<file path="src/rtl/xcvr_8b10b_pkg.sv">
// Shared link-state encoding and 8B/10B idle/comma constants for the link controller.
package xcvr_8b10b_pkg;

    typedef enum logic [1:0] {
        RESET_WAIT = 2'd0,
        ALIGN      = 2'd1,
        LOCKING    = 2'd2,
        LINK_UP    = 2'd3
    } link_state_e;

    localparam logic [7:0]  K28_5           = 8'hBC;
    localparam logic [7:0]  D21_5           = 8'hB5;
    localparam logic [15:0] IDLE_WORD_DEF   = {D21_5, K28_5};
    localparam logic [1:0]  IDLE_DATAK_DEF  = 2'b01;

    function automatic logic [2:0] state_to_port(input link_state_e s);
        return {1'b0, s};
    endfunction

endpackage

</file>
<file path="src/rtl/xcvr_8b10b_link_ctrl_err_mon.sv">
// RX word error qualification plus LINK_UP error-window/threshold tracking.
// Counters run only while en is high and are held cleared otherwise.
module xcvr_8b10b_err_mon #(
    parameter int ERR_WINDOW = 256,
    parameter int ERR_THRESH = 4
) (
    input  logic       clk_clk,
    input  logic       rst_n,
    input  logic       en,
    input  logic [1:0] rx_syncstatus,
    input  logic [1:0] rx_errdetect,
    input  logic [1:0] rx_disperr,
    output logic       word_err,
    output logic       degrade
);

    localparam int WIN_W = (ERR_WINDOW > 1) ? $clog2(ERR_WINDOW) : 1;
    localparam int CNT_W = $clog2(ERR_THRESH + 1);
    localparam int INC_W = CNT_W + 1;

    logic [WIN_W-1:0] win_q, win_d;
    logic [CNT_W-1:0] cnt_q, cnt_d;
    logic             wrap;
    logic [INC_W-1:0] inc;

    always_comb begin
        word_err = (|rx_errdetect) | (|rx_disperr) | ~(&rx_syncstatus);
        wrap     = (win_q == WIN_W'(ERR_WINDOW - 1));
        // An error landing on the wrap cycle opens the new window's tally.
        inc      = (wrap ? '0 : {1'b0, cnt_q}) + INC_W'(word_err);
        degrade  = en & word_err & (inc >= INC_W'(ERR_THRESH));
        win_d    = wrap ? '0 : win_q + 1'b1;
        cnt_d    = inc[CNT_W-1:0];
    end

    always_ff @(posedge clk_clk) begin
        if (!rst_n || !en) begin
            win_q <= '0;
            cnt_q <= '0;
        end else begin
            win_q <= win_d;
            cnt_q <= cnt_d;
        end
    end

endmodule

</file>
<file path="src/rtl/xcvr_8b10b_link_ctrl.sv">
// Per-channel 8B/10B link bring-up/monitor controller (idle until lock, then user traffic).
// Optional LINK_STATS_EN macro adds saturating relink and error totals.
module xcvr_8b10b_link_ctrl
    import xcvr_8b10b_pkg::*;
#(
    parameter int          LOCK_CYCLES   = 64,
    parameter int          ERR_WINDOW    = 256,
    parameter int          ERR_THRESH    = 4,
    parameter int          ALIGN_TIMEOUT = 4096,
    parameter logic [15:0] IDLE_WORD     = IDLE_WORD_DEF,
    parameter logic [1:0]  IDLE_DATAK    = IDLE_DATAK_DEF
) (
    input  logic        clk_clk,
    input  logic        reset_reset_n,
    input  logic        tx_ready,
    input  logic        rx_ready,
    input  logic [15:0] rx_parallel_data,
    input  logic [1:0]  rx_datak,
    input  logic [1:0]  rx_syncstatus,
    input  logic [1:0]  rx_errdetect,
    input  logic [1:0]  rx_disperr,
    output logic        rx_std_wa_patternalign,
    output logic [15:0] tx_parallel_data,
    output logic [1:0]  tx_datak,
    input  logic [15:0] user_tx_data,
    input  logic [1:0]  user_tx_datak,
    output logic        user_tx_ready,
    output logic [15:0] user_rx_data,
    output logic [1:0]  user_rx_datak,
    output logic        user_rx_valid,
    output logic        link_up,
    output logic [2:0]  link_state
`ifdef LINK_STATS_EN
    ,
    output logic [15:0] relink_count,
    output logic [15:0] err_total
`endif
);

    localparam int CLEAN_W = $clog2(LOCK_CYCLES + 1);
    localparam int TO_W    = (ALIGN_TIMEOUT > 1) ? $clog2(ALIGN_TIMEOUT) : 1;

    link_state_e        state_q, state_d;
    logic               pa_q, pa_d;
    logic [CLEAN_W-1:0] clean_q, clean_d;
    logic [TO_W-1:0]    to_q, to_d;
    logic [15:0]        tx_data_q;
    logic [1:0]         tx_datak_q;
    logic               tx_rdy_q;
    logic [15:0]        rx_data_q;
    logic [1:0]         rx_datak_q;
    logic               rx_valid_q;
    logic               link_up_q;
    logic               word_err;
    logic               degrade;
    logic               stay_up;

    xcvr_8b10b_err_mon #(
        .ERR_WINDOW (ERR_WINDOW),
        .ERR_THRESH (ERR_THRESH)
    ) u_err_mon (
        .clk_clk       (clk_clk),
        .rst_n         (reset_reset_n),
        .en            (state_q == LINK_UP),
        .rx_syncstatus (rx_syncstatus),
        .rx_errdetect  (rx_errdetect),
        .rx_disperr    (rx_disperr),
        .word_err      (word_err),
        .degrade       (degrade)
    );

    always_comb begin
        state_d = state_q;
        pa_d    = 1'b0;
        clean_d = '0;
        to_d    = '0;
        if (!(tx_ready && rx_ready)) begin
            state_d = RESET_WAIT;
        end else begin
            case (state_q)
                RESET_WAIT: begin
                    state_d = ALIGN;
                    pa_d    = 1'b1;
                end
                ALIGN: begin
                    if (!word_err) begin
                        state_d = LOCKING;
                        clean_d = CLEAN_W'(1);
                    end else if (to_q == TO_W'(ALIGN_TIMEOUT - 1)) begin
                        pa_d = 1'b1;
                    end else begin
                        to_d = to_q + 1'b1;
                    end
                end
                LOCKING: begin
                    if (word_err) begin
                        state_d = ALIGN;
                        pa_d    = 1'b1;
                    end else if (clean_q >= CLEAN_W'(LOCK_CYCLES - 1)) begin
                        state_d = LINK_UP;
                    end else begin
                        clean_d = clean_q + 1'b1;
                    end
                end
                LINK_UP: begin
                    if (degrade) begin
                        state_d = ALIGN;
                        pa_d    = 1'b1;
                    end
                end
                default: state_d = RESET_WAIT;
            endcase
        end
        // User traffic flows only on cycles that both start and end in LINK_UP.
        stay_up = (state_q == LINK_UP) && (state_d == LINK_UP);
    end

    always_ff @(posedge clk_clk) begin
        if (!reset_reset_n) begin
            state_q    <= RESET_WAIT;
            pa_q       <= 1'b0;
            clean_q    <= '0;
            to_q       <= '0;
            tx_data_q  <= IDLE_WORD;
            tx_datak_q <= IDLE_DATAK;
            tx_rdy_q   <= 1'b0;
            rx_data_q  <= '0;
            rx_datak_q <= '0;
            rx_valid_q <= 1'b0;
            link_up_q  <= 1'b0;
        end else begin
            state_q    <= state_d;
            pa_q       <= pa_d;
            clean_q    <= clean_d;
            to_q       <= to_d;
            tx_data_q  <= stay_up ? user_tx_data  : IDLE_WORD;
            tx_datak_q <= stay_up ? user_tx_datak : IDLE_DATAK;
            tx_rdy_q   <= (state_d == LINK_UP);
            rx_data_q  <= rx_parallel_data;
            rx_datak_q <= rx_datak;
            rx_valid_q <= stay_up & ~word_err;
            link_up_q  <= (state_d == LINK_UP);
        end
    end

`ifdef LINK_STATS_EN
    logic [15:0] relink_q;
    logic [15:0] err_total_q;

    always_ff @(posedge clk_clk) begin
        if (!reset_reset_n) begin
            relink_q    <= '0;
            err_total_q <= '0;
        end else begin
            if ((state_q == LINK_UP) && (state_d != LINK_UP) && (relink_q != 16'hFFFF))
                relink_q <= relink_q + 16'd1;
            if ((state_q == LINK_UP) && word_err && (err_total_q != 16'hFFFF))
                err_total_q <= err_total_q + 16'd1;
        end
    end

    assign relink_count = relink_q;
    assign err_total    = err_total_q;
`endif

    assign rx_std_wa_patternalign = pa_q;
    assign tx_parallel_data       = tx_data_q;
    assign tx_datak               = tx_datak_q;
    assign user_tx_ready          = tx_rdy_q;
    assign user_rx_data           = rx_data_q;
    assign user_rx_datak          = rx_datak_q;
    assign user_rx_valid          = rx_valid_q;
    assign link_up                = link_up_q;
    assign link_state             = state_to_port(state_q);

endmodule
</file>
<file path="config.mk">
export PLATFORM = sky130hd
export DESIGN_NAME = xcvr_8b10b_link_ctrl
export DESIGN_NICKNAME = d
export VERILOG_FILES = /design/src/rtl/xcvr_8b10b_pkg.sv /design/src/rtl/xcvr_8b10b_link_ctrl_err_mon.sv /design/src/rtl/xcvr_8b10b_link_ctrl.sv
export SDC_FILE = /design/constraint.sdc
export NUM_CORES = 1
export LEC_CHECK = 0
export CAP_MARGIN = 20
export CORE_MARGIN = 2
export CORE_UTILIZATION = 40
export DETAILED_ROUTE_END_ITERATION = 7
export MAX_ROUTING_LAYER = met4
export PLACE_DENSITY = 0.74
export SKIP_LAST_GASP = 1
export SLEW_MARGIN = 20
export SYNTH_ARGS = -nofsm -noshare
export SYNTH_HDL_FRONTEND = slang
export SYNTH_SLANG_ARGS = --single-unit
</file>
<file path="constraint.sdc">
create_clock -name clk_clk -period 3.6 [get_ports clk_clk]
set_input_delay 0.54 -clock clk_clk [delete_from_list [all_inputs] [get_ports clk_clk]]
set_output_delay 0.54 -clock clk_clk [all_outputs]
set_load 0.02 [all_outputs]
</file>
Yosys cells after proc, flatten, opt, wreduce, memory -nomap -nowiden
Cells that the tools add are included.
- register bits after elaboration: 71
- input bits: 46
- output and inout port bits: 43
- word-level logic and storage cells: 63
- add/subtract/negate cells: 4
- $lt $le $gt $ge: 2
- eq/ne operators: 6
- multiplexer cells: 16
- bitwise logic cells: 10
- reductions and logical operators: 13
- operators by type and width (kind ; number):
    $mux 7 ; 2
    $pmux 7 s2 ; 1
    $add 12x1->12 const B ; 1
    $eq 12x12->1 const B ; 1
    $mux 2 ; 5
    $add 8x1->8 const B ; 1
    $eq 8x8->1 const B ; 1
    $pmux 2 s4 ; 1
    $add 7x1->7 const B ; 1
    $ge 7x6->1 const B ; 1
    $eq 2x2->1 const B ; 3
    $reduce_and 2->1 ; 3
    $reduce_or 2->1 ; 3
    $mux 1 ; 5
    $not 1->1 ; 5
    $reduce_or 5->1 ; 1
    $add 4x1->4 ; 1
    $ge 4x3->1 const B ; 1
    $pmux 1 s4 ; 1
    $and 1x1->1 ; 3
    $mux 3 ; 1
    $eq 2x1->1 const B ; 1
    $logic_and 1x1->1 ; 2
    $logic_not 1->1 ; 2
    3 further kinds ; 4

Depth between registers and ports, before layout
Gate-level depths: netlist of the first run.
- word-level depth: 12
- gate-level depth with buffers: 12
- depth with buffers taken out: 10

Cells and area by module
A second synthesis of the first run with hierarchy kept.
- cell total of the unflattened synthesis: 254
- area total of the unflattened synthesis: 2606.2 sq um
- modules (own cells, without submodules) (module ; times used ; cells an instance ; area an instance (sq um)):
    xcvr_8b10b_link_ctrl ; 1 ; 199 ; 2097.0
    xcvr_8b10b_err_mon ; 1 ; 55 ; 509.2

Worst setup path before layout of the first run
No wires, ideal clock.
- path type: input to register
- start: in rx_errdetect[1]
- end: reg tx_data_q[10], in the netlist tx_parallel_data[10]
- data arrival time: 3.010 ns
- data required time: 3.466 ns
- path slack: 0.456 ns
- stages on the path: 10
- path buffers: 1
- path through: or4_4 > nor2_1 > inv_1 > ha_1 > ha_1 > nand2b_1 > o32a_1 > a32o_1 > buf_2 > or4_1
- cells in the longest elaborated chain, start to end: 12
- RTL lines (element ; line ; source):
    from (decl) ; xcvr_8b10b_link_ctrl.sv:20 ; input logic [1:0] rx_errdetect,
    $reduce_or 2->1 (*) ; xcvr_8b10b_link_ctrl_err_mon.sv:27 ; word_err = (|rx_errdetect) | (|rx_disperr) | ~(&rx_syncstatus);
    $or 1x1->1 (*) (2 in a row) ; xcvr_8b10b_link_ctrl_err_mon.sv:27 ;
    $add 4x1->4 ; xcvr_8b10b_link_ctrl_err_mon.sv:30 ; inc = (wrap ? '0 : {1'b0, cnt_q}) + INC_W'(word_err);
    $ge 4x3->1 ; xcvr_8b10b_link_ctrl_err_mon.sv:31 ; degrade = en & word_err & (inc >= INC_W'(ERR_THRESH));
    $and 1x1->1 ; xcvr_8b10b_link_ctrl_err_mon.sv:31 ;
    $mux 2 ; xcvr_8b10b_link_ctrl.sv:106 ; if (degrade) begin
    $pmux 2 s4 (*) ; xcvr_8b10b_link_ctrl.sv:80 ; case (state_q)
    $mux 2 (*) ; xcvr_8b10b_link_ctrl.sv:77 ; if (!(tx_ready && rx_ready)) begin
    $eq 2x2->1 (*) ; xcvr_8b10b_link_ctrl.sv:115 ; stay_up = (state_q == LINK_UP) && (state_d == LINK_UP);
    $logic_and 1x1->1 (*) ; xcvr_8b10b_link_ctrl.sv:115 ;
    $reduce_and 2->1 (no line) (*) ; - ;
    to (signal assigned) ; xcvr_8b10b_link_ctrl.sv:136 ; tx_data_q <= stay_up ? user_tx_data : IDLE_WORD;
    to (decl) ; xcvr_8b10b_link_ctrl.sv:47 ; logic [15:0] tx_data_q;
Every way passes the cells marked *; elsewhere a longest branch is shown, timed or not.
A chain may end at the register's enable or synchronous reset.

Worst setup path in the final report of the first run
- start: in rx_errdetect[1]
- end: reg tx_data_q[4], in the netlist tx_parallel_data[4]
The elaborated chain is that of the path after synthesis.

==> results of run 1 <==
==> path summary, 6_finish.rpt <==
| check | to | slack (ps) | cells after the start |
|---|---|---|---|
| hold / removal | to_q[0] | 460 | 1 |
| hold reg to reg | to_q[0] | 460 | 1 |
| setup / recovery | tx_parallel_data[4] | 340 | 10 |
| setup reg to reg | tx_parallel_data[4] | 590 | 10 |
==> registers in the layout (all words and copies together), names as in the netlist <==
signal                  cells
rx_std_wa_patternalign      1
tx_parallel_data           16
tx_datak                    2
user_rx_data               16
clean_q                     7
u_err_mon.win_q             8
u_err_mon.cnt_q             3
to_q                       12
link_up                     1
user_rx_valid               1
user_rx_datak               2
state_q                     2
==> cell type report <==
cell class	instances	area [µm²]
clock buffer	10	138
clock inverter	6	83.8
fill	570	2590
inverter	10	37.5
multi-input combinational	175	1180
sequential	71	1420
tap	77	96.3
timing repair buffer	92	908
==> placed cells by master (no fill, tap or decap), drive strengths merged <==
cell type,instances
or2,1
buf,5
nor2b,2
clkdlybuf4s50,87
a21o,1
inv,10
conb,2
nor4b,7
a21oi,1
o21ai,3
xor2,8
o32a,1
a31o,1
dfxtp,71
a21boi,1
o211ai,3
clkinv,4
a31oi,4
or4,12
nand2,8
and4,1
nand4,5
ha,10
and3,6
xnor2,13
nor4,4
nor3,5
nor2,39
and2,18
o31ai,1
a32o,2
bufinv,2
nand3,15
nand2b,1
clkbuf,10
==> synth_stat cells <==
library cell,instances,area (µm²)
a21boi_0,1,7.51
a21o_1,1,7.51
a21oi_1,1,5.00
a31o_2,1,8.76
a31oi_1,4,25.0
a32o_1,2,20.0
and2_1,18,113
and3_1,6,37.5
and4_1,1,8.76
buf_2,2,10.0
buf_4,2,15.0
buf_6,2,22.5
clkbuf_1,5,18.8
conb_1,1,3.75
dfxtp_1,71,1420
ha_1,10,125
inv_1,10,37.5
nand2_1,8,30.0
nand2b_1,1,6.26
nand3_1,15,75.1
nand4_1,4,25.0
nand4_4,1,21.3
nor2_1,39,146
nor2b_1,2,12.5
nor3_1,5,25.0
nor4_1,4,25.0
nor4b_1,1,8.76
nor4b_2,6,90.1
o211ai_1,3,22.5
o21ai_0,2,10.0
o21ai_1,1,5.00
o31ai_4,1,21.3
o32a_1,1,10.0
or2_2,1,6.26
or4_1,11,82.6
or4_4,1,11.3
xnor2_1,13,114
xor2_1,8,70.1
==> stage by stage <==
step                      std cells  hold slack [ps]  instance area (µm²)  util [%]  setup slack, ps
after floorplan                 267              430                 2710         -              456
after global placement          425              442                 3650      56.5             84.3
after detailed placement        425              455                 3650      56.5             6.32
after CTS                       441              471                 3870      59.9              359
after global routing            441              495                 3870      59.9              192
final                           441              464                 3870      59.9              341
==> power breakdown <==
group          total [W]  switching, W  internal, W  leakage [nW]
clock           0.000690      0.000284     0.000406         0.116
sequential      0.000801    0.00000378     0.000797         0.578
combinational   0.000120     0.0000469    0.0000730         0.697
total            0.00161      0.000335      0.00128          1.39
==> per-layer routing <==
layer	vias up	GRT usage (%)	routed length, µm
met3	6	5.62	330
li1	1096	-	-
met4	0	6.82	60
met5	-	-	0
met1	992	19.4	2510
met2	69	27.4	2860
==> logic make-up (layout without fill, tap and decap cells) <==
kind of cell	count (synthesis)	in the layout	share of synthesized area, %
adders and majority gates	10	10	4.63
DFF	71	71	52.5
AOI/OAI and AO/OA	18	18	5.27
buffers and inverters	21	118	3.84
other	1	2	0.139
xor gates and xnor gates	21	21	6.80
and+or+nand+nor	124	124	26.8
==> flow_summary_export.csv, run 1 <==
group,metric,value,unit
logic_synthesis,avgSynthCellArea,10.2,µm²
timing,maxSlewHeadroom,47.6,%
global_routing,grt_pass1_vias,2068,
global_routing,grt_usage,16.9,%
route,via_count,2163,
setup_path,startpoint,"rx_errdetect[1]",
status,status,"finished, final reports clean",
route,vias_per_cell,4.90,
hold_path,min_from,"to_q[0]",
clock_network,numCtsBuffers,9,
final_layout,nNetsFinal,415,
setup_path,critPathRequiredTime,3820,ps
floorplan,die_w,86.2,µm
floorplan,die_area,7440,µm²
setup_path,timing.critical_path.slowest_cell_delay,550,ps
final_layout,insertedDiodeCount,0,
timing,setup-violations-final,0,
global_routing,grt_pass1_wl,9430,µm
timing,hold_violations,0,
logic_synthesis,synthesis.area,2710,µm²
clock_network,ctsResizeCount,0,
timing,finClkSkew,6.87,ps
setup_path,end_kind,"register",
logic_synthesis,syn_inst,266,
route,wl_per_cell,13.1,µm
setup_path,path_max_fanout,12,
setup_path,path_delay_family,"simple AND/OR/NAND/NOR gates",
clock_network,clk_path_buf_depth,2,
timing,worst_slew_pin_slew,783,ps
place,port_buffers,87,
floorplan,initial_core_util,41.9,%
place,gp_congestion,0.790,
setup_path,r2r_start,"u_err_mon.win_q[0]",
clock_network,cts_sinks,71,
global_routing,grt_max_degree,26,
setup_path,crit_slowest_cell,"or4_4",
hold_path,hold_path_class,"reg2reg",
timing,min_period_over_period,90.5,%
floorplan,io_pins,89,
final_layout,syn_to_final_growth,43.0,%
clock_network,cts_tree,"yes",
floorplan,fp-row-count,29,
clock_network,cts-root-buf,"clkbuf_8",
timing,finalMaxSlewViolations,0,
setup_path,path_common_cell,"ha_1",
final_layout,drive_above_1_share,8.79,%
timing,fmax,307,MHz
clock_network,cts-hold-fix-buffers,0,
logic_synthesis,synth.distinct_cells,38,
power,p_leak,1.39,nW
clock_network,cts_setup_buffers,0,
setup_path,crit_chain,"clkdlybuf4s50_1 -> or4_4 -> nor2_1 -> inv_1 -> ha_1 -> ha_1 -> nand2b_1 -> o32a_1 -> a32o_1 -> or4_1",
setup_path,critPathKind,"in2reg",
place,dp_hpwl,4210,µm
power,ir_worst_vdd,0.309,mV
clock_network,worstSkewPairLatency,340,ps
timing,period_minus_slack,3260,ps
setup_path,worst-path-buf-inv,2,
logic_synthesis,synth-seq-cells,71,
route,drt-initial-drc-count,108,
floorplan,die_h,86.2,µm
floorplan,core,6460,µm²
logic_synthesis,yosysSeqAreaShare,52.5,%
global_routing,antenna_found_initial,0,
global_routing,grt_overflow,0,
timing,fin_tns_setup,0,ps
route,drtAntennaViolNets,0,
route,first_pass_iters,4,
route,drc,0,
setup_path,critPathArrivalTime,3470,ps
flow_run,drv_cap,0,
clock_network,htreeDepth,3,
clock_network,cts.clk_slew.worst_paths,70,ps
route,routed_wl,5760,µm
power,total_power,0.00161,W
logic_synthesis,yosys_warnings,0,
power,power.density,416,nW/µm²
setup_path,start_kind,"input port",
timing,grt_setup_unrepaired,"no",
Power figures use the tool's default switching activity.
==> run 2: changes to the inputs <==
--- a/config.mk
+++ b/config.mk
@@ -11,4 +11,6 @@
 export DETAILED_ROUTE_END_ITERATION = 7
+export DONT_BUFFER_PORTS = 1
+export GPL_TIMING_DRIVEN = 1
 export MAX_ROUTING_LAYER = met4
-export PLACE_DENSITY = 0.74
+export PLACE_DENSITY = 0.57
 export SKIP_LAST_GASP = 1
==> constraint.sdc (replaced) <==
create_clock -name clk_clk -period 3.6 [get_ports clk_clk]
set_input_delay 0.72 -clock clk_clk [delete_from_list [all_inputs] [get_ports clk_clk]]
set_output_delay 0.72 -clock clk_clk [all_outputs]
set_load 0.02 [all_outputs]
==> run 2 against run 1 <==
Effect of this change:
- first-iteration DRC count shrank 65%
- hold slack better by 6.5 ps
- cell area decreased by 23%
- critical path depth down 1
- maximum frequency increased by 4.1%
- largest power group unchanged
==> flow_summary_export.csv, run 2 (same netlist as run 1, synthesis figures left out) <==
group,metric,value,unit
status,status,"finished, final reports clean",
final_layout,final_common_cell,"dfxtp_1",
route,drc,0,
route,drtAntennaViolNets,0,
final_layout,final_cell_mix,"dfxtp_1 (71), nor2_1 (39), and2_1 (18)",
timing,worst_slew_pin_slew,778,ps
clock_network,cts-root-buf,"clkbuf_8",
final_layout,drive_above_1_share,10.3,%
global_routing,grt_pass1_vias,1655,
global_routing,grt_pass1_wl,7510,µm
clock_network,cts.clk_slew.worst_paths,70,ps
setup_path,critPathArrivalTime,3350,ps
setup_path,timing.critical_path.slowest_cell_delay,570,ps
clock_network,cts_sinks,71,
setup_path,critPathKind,"in2reg",
final_layout,insertedDiodeCount,0,
route,maxUsedRoutingLayer,"met4",
floorplan,io_pins,89,
floorplan,die_area,7440,µm²
clock_network,worstSkewPairLatency,340,ps
timing,period_minus_slack,3130,ps
setup_path,critPathRequiredTime,3820,ps
route,wl_per_cell,13.7,µm
setup_path,reg2regPathDepth,10,
place,port_buffers,0,
setup_path,crit_slowest_cell,"or4_4",
hold_path,hold_end,"u_err_mon.win_q[0]",
clock_network,numCtsBuffers,9,
floorplan,initial_core_util,41.9,%
final_layout,syn_to_final_growth,10.6,%
global_routing,antenna_found_initial,0,
timing,fmax,319,MHz
floorplan,die_w,86.2,µm
clock_network,cts-hold-fix-buffers,0,
route,dr_wl_met3,371,µm
place,dp_hpwl,3540,µm
floorplan,die_h,86.2,µm
flow_run,drv_cap,0,
setup_path,end_kind,"register",
timing,grt_setup_unrepaired,"no",
setup_path,ff2ff_setup_slack,570,ps
clock_network,htreeDepth,3,
setup_path,start_kind,"input port",
setup_path,path_common_cell,"ha_1",
route,wl_met1,1920,µm
timing,fin_tns_setup,0,ps
clock_network,clk_path_buf_depth,2,
setup_path,r2r_start,"u_err_mon.win_q[0]",
timing,finalMaxSlewViolations,0,
clock_network,cts_tree,"yes",
global_routing,grt_max_degree,26,
timing,hold_violations,0,
timing,min_period_over_period,86.9,%
power,power.density,536,nW/µm²
hold_path,hold_path_class,"reg2reg",
final_layout,n_fill_cell,624,
hold_path,min_from,"u_err_mon.win_q[0]",
route,routed_wl,4800,µm
setup_path,crit_chain,"or4_4 -> nor2_1 -> inv_1 -> ha_1 -> ha_1 -> nand2b_1 -> o32a_1 -> a32o_1 -> or4_1",
route,via_count,1802,
clock_network,ctsResizeCount,0,
timing,finClkSkew,7.70,ps
setup_path,reg2reg_to,"tx_parallel_data[13]",
power,p_leak,1.05,nW
global_routing,grt_usage,13.8,%
floorplan,core,6460,µm²
route,first_pass_iters,4,
timing,maxSlewHeadroom,48.2,%
place,gp_congestion,0.824,
power,ir_worst_vdd,0.205,mV
final_layout,nNetsFinal,324,
hold_path,hold_depth,1,
route,drt-initial-drc-count,38,
route,wl_met2,2350,µm
global_routing,grt_overflow,0,
power,total_power,0.00160,W
timing,setup-violations-final,0,
floorplan,fp-row-count,29,
clock_network,cts_setup_buffers,0,
setup_path,path_max_fanout,12,
route,vias_per_cell,5.15,
run 2: worst max path at each step:
stage	from	endpoint	slack (ps)	depth (start not counted)
detailed placement	rx_errdetect[1]	tx_parallel_data[10]	120	9
global route	u_err_mon.win_q[0]	tx_parallel_data[13]	330	10
global placement	rx_errdetect[1]	tx_datak[0]	210	9
floorplan	rx_errdetect[1]	tx_parallel_data[10]	280	10
finish	rx_errdetect[1]	tx_parallel_data[13]	470	9
CTS	rx_errdetect[1]	tx_parallel_data[13]	480	9
run 2: power breakdown:
group | internal (W) | switching (W)
clock network | 0.000462 | 0.000296
logic | 0.0000119 | 0.0000161
registers | 0.000797 | 0.0000202
run 2: final cells by class:
| class | count | area [µm²] | area share [%] |
|---|---|---|---|
| Clock buffer | 9 | 124 | 4.14 |
| Inverter | 10 | 37.5 | 1.25 |
| Tap cell | 77 | 96.3 | 3.22 |
| Sequential cell | 71 | 1420 | 47.5 |
| Clock inverter | 7 | 121 | 4.06 |
| Multi-Input combinational cell | 175 | 1180 | 39.6 |
| Timing Repair Buffer | 1 | 7.51 | 0.251 |
run 2: through the flow:
stage / hold WS (ps) / cell area [µm²] / instances / setup WS [ps] / utilization [%]
detailed placement: 456 / 2750 / 334 / 117 / 42.5
floorplan: 430 / 2710 / 267 / 276 / -
global route: 455 / 2990 / 350 / 325 / 46.3
CTS: 460 / 2990 / 350 / 483 / 46.3
global placement: 447 / 2750 / 334 / 211 / 42.5
finish: 471 / 2990 / 350 / 470 / 46.3
run 2: worst max-delay path, delay by kind of cell:
kind / cells / cell delay [ps]
AO/OA/AOI/OAI: 2 / 640
adder cells (fa/ha/maj): 2 / 450
buffers and inverters: 1 / 110
AND/OR/NAND/NOR: 4 / 1430
run 2: layer usage:
layer | up-vias | GRT usage (%)
met5 | - | -
met4 | 0 | 9.80
met3 | 12 | 5.43
met2 | 60 | 22.2
met1 | 815 | 13.7
li1 | 915 | -
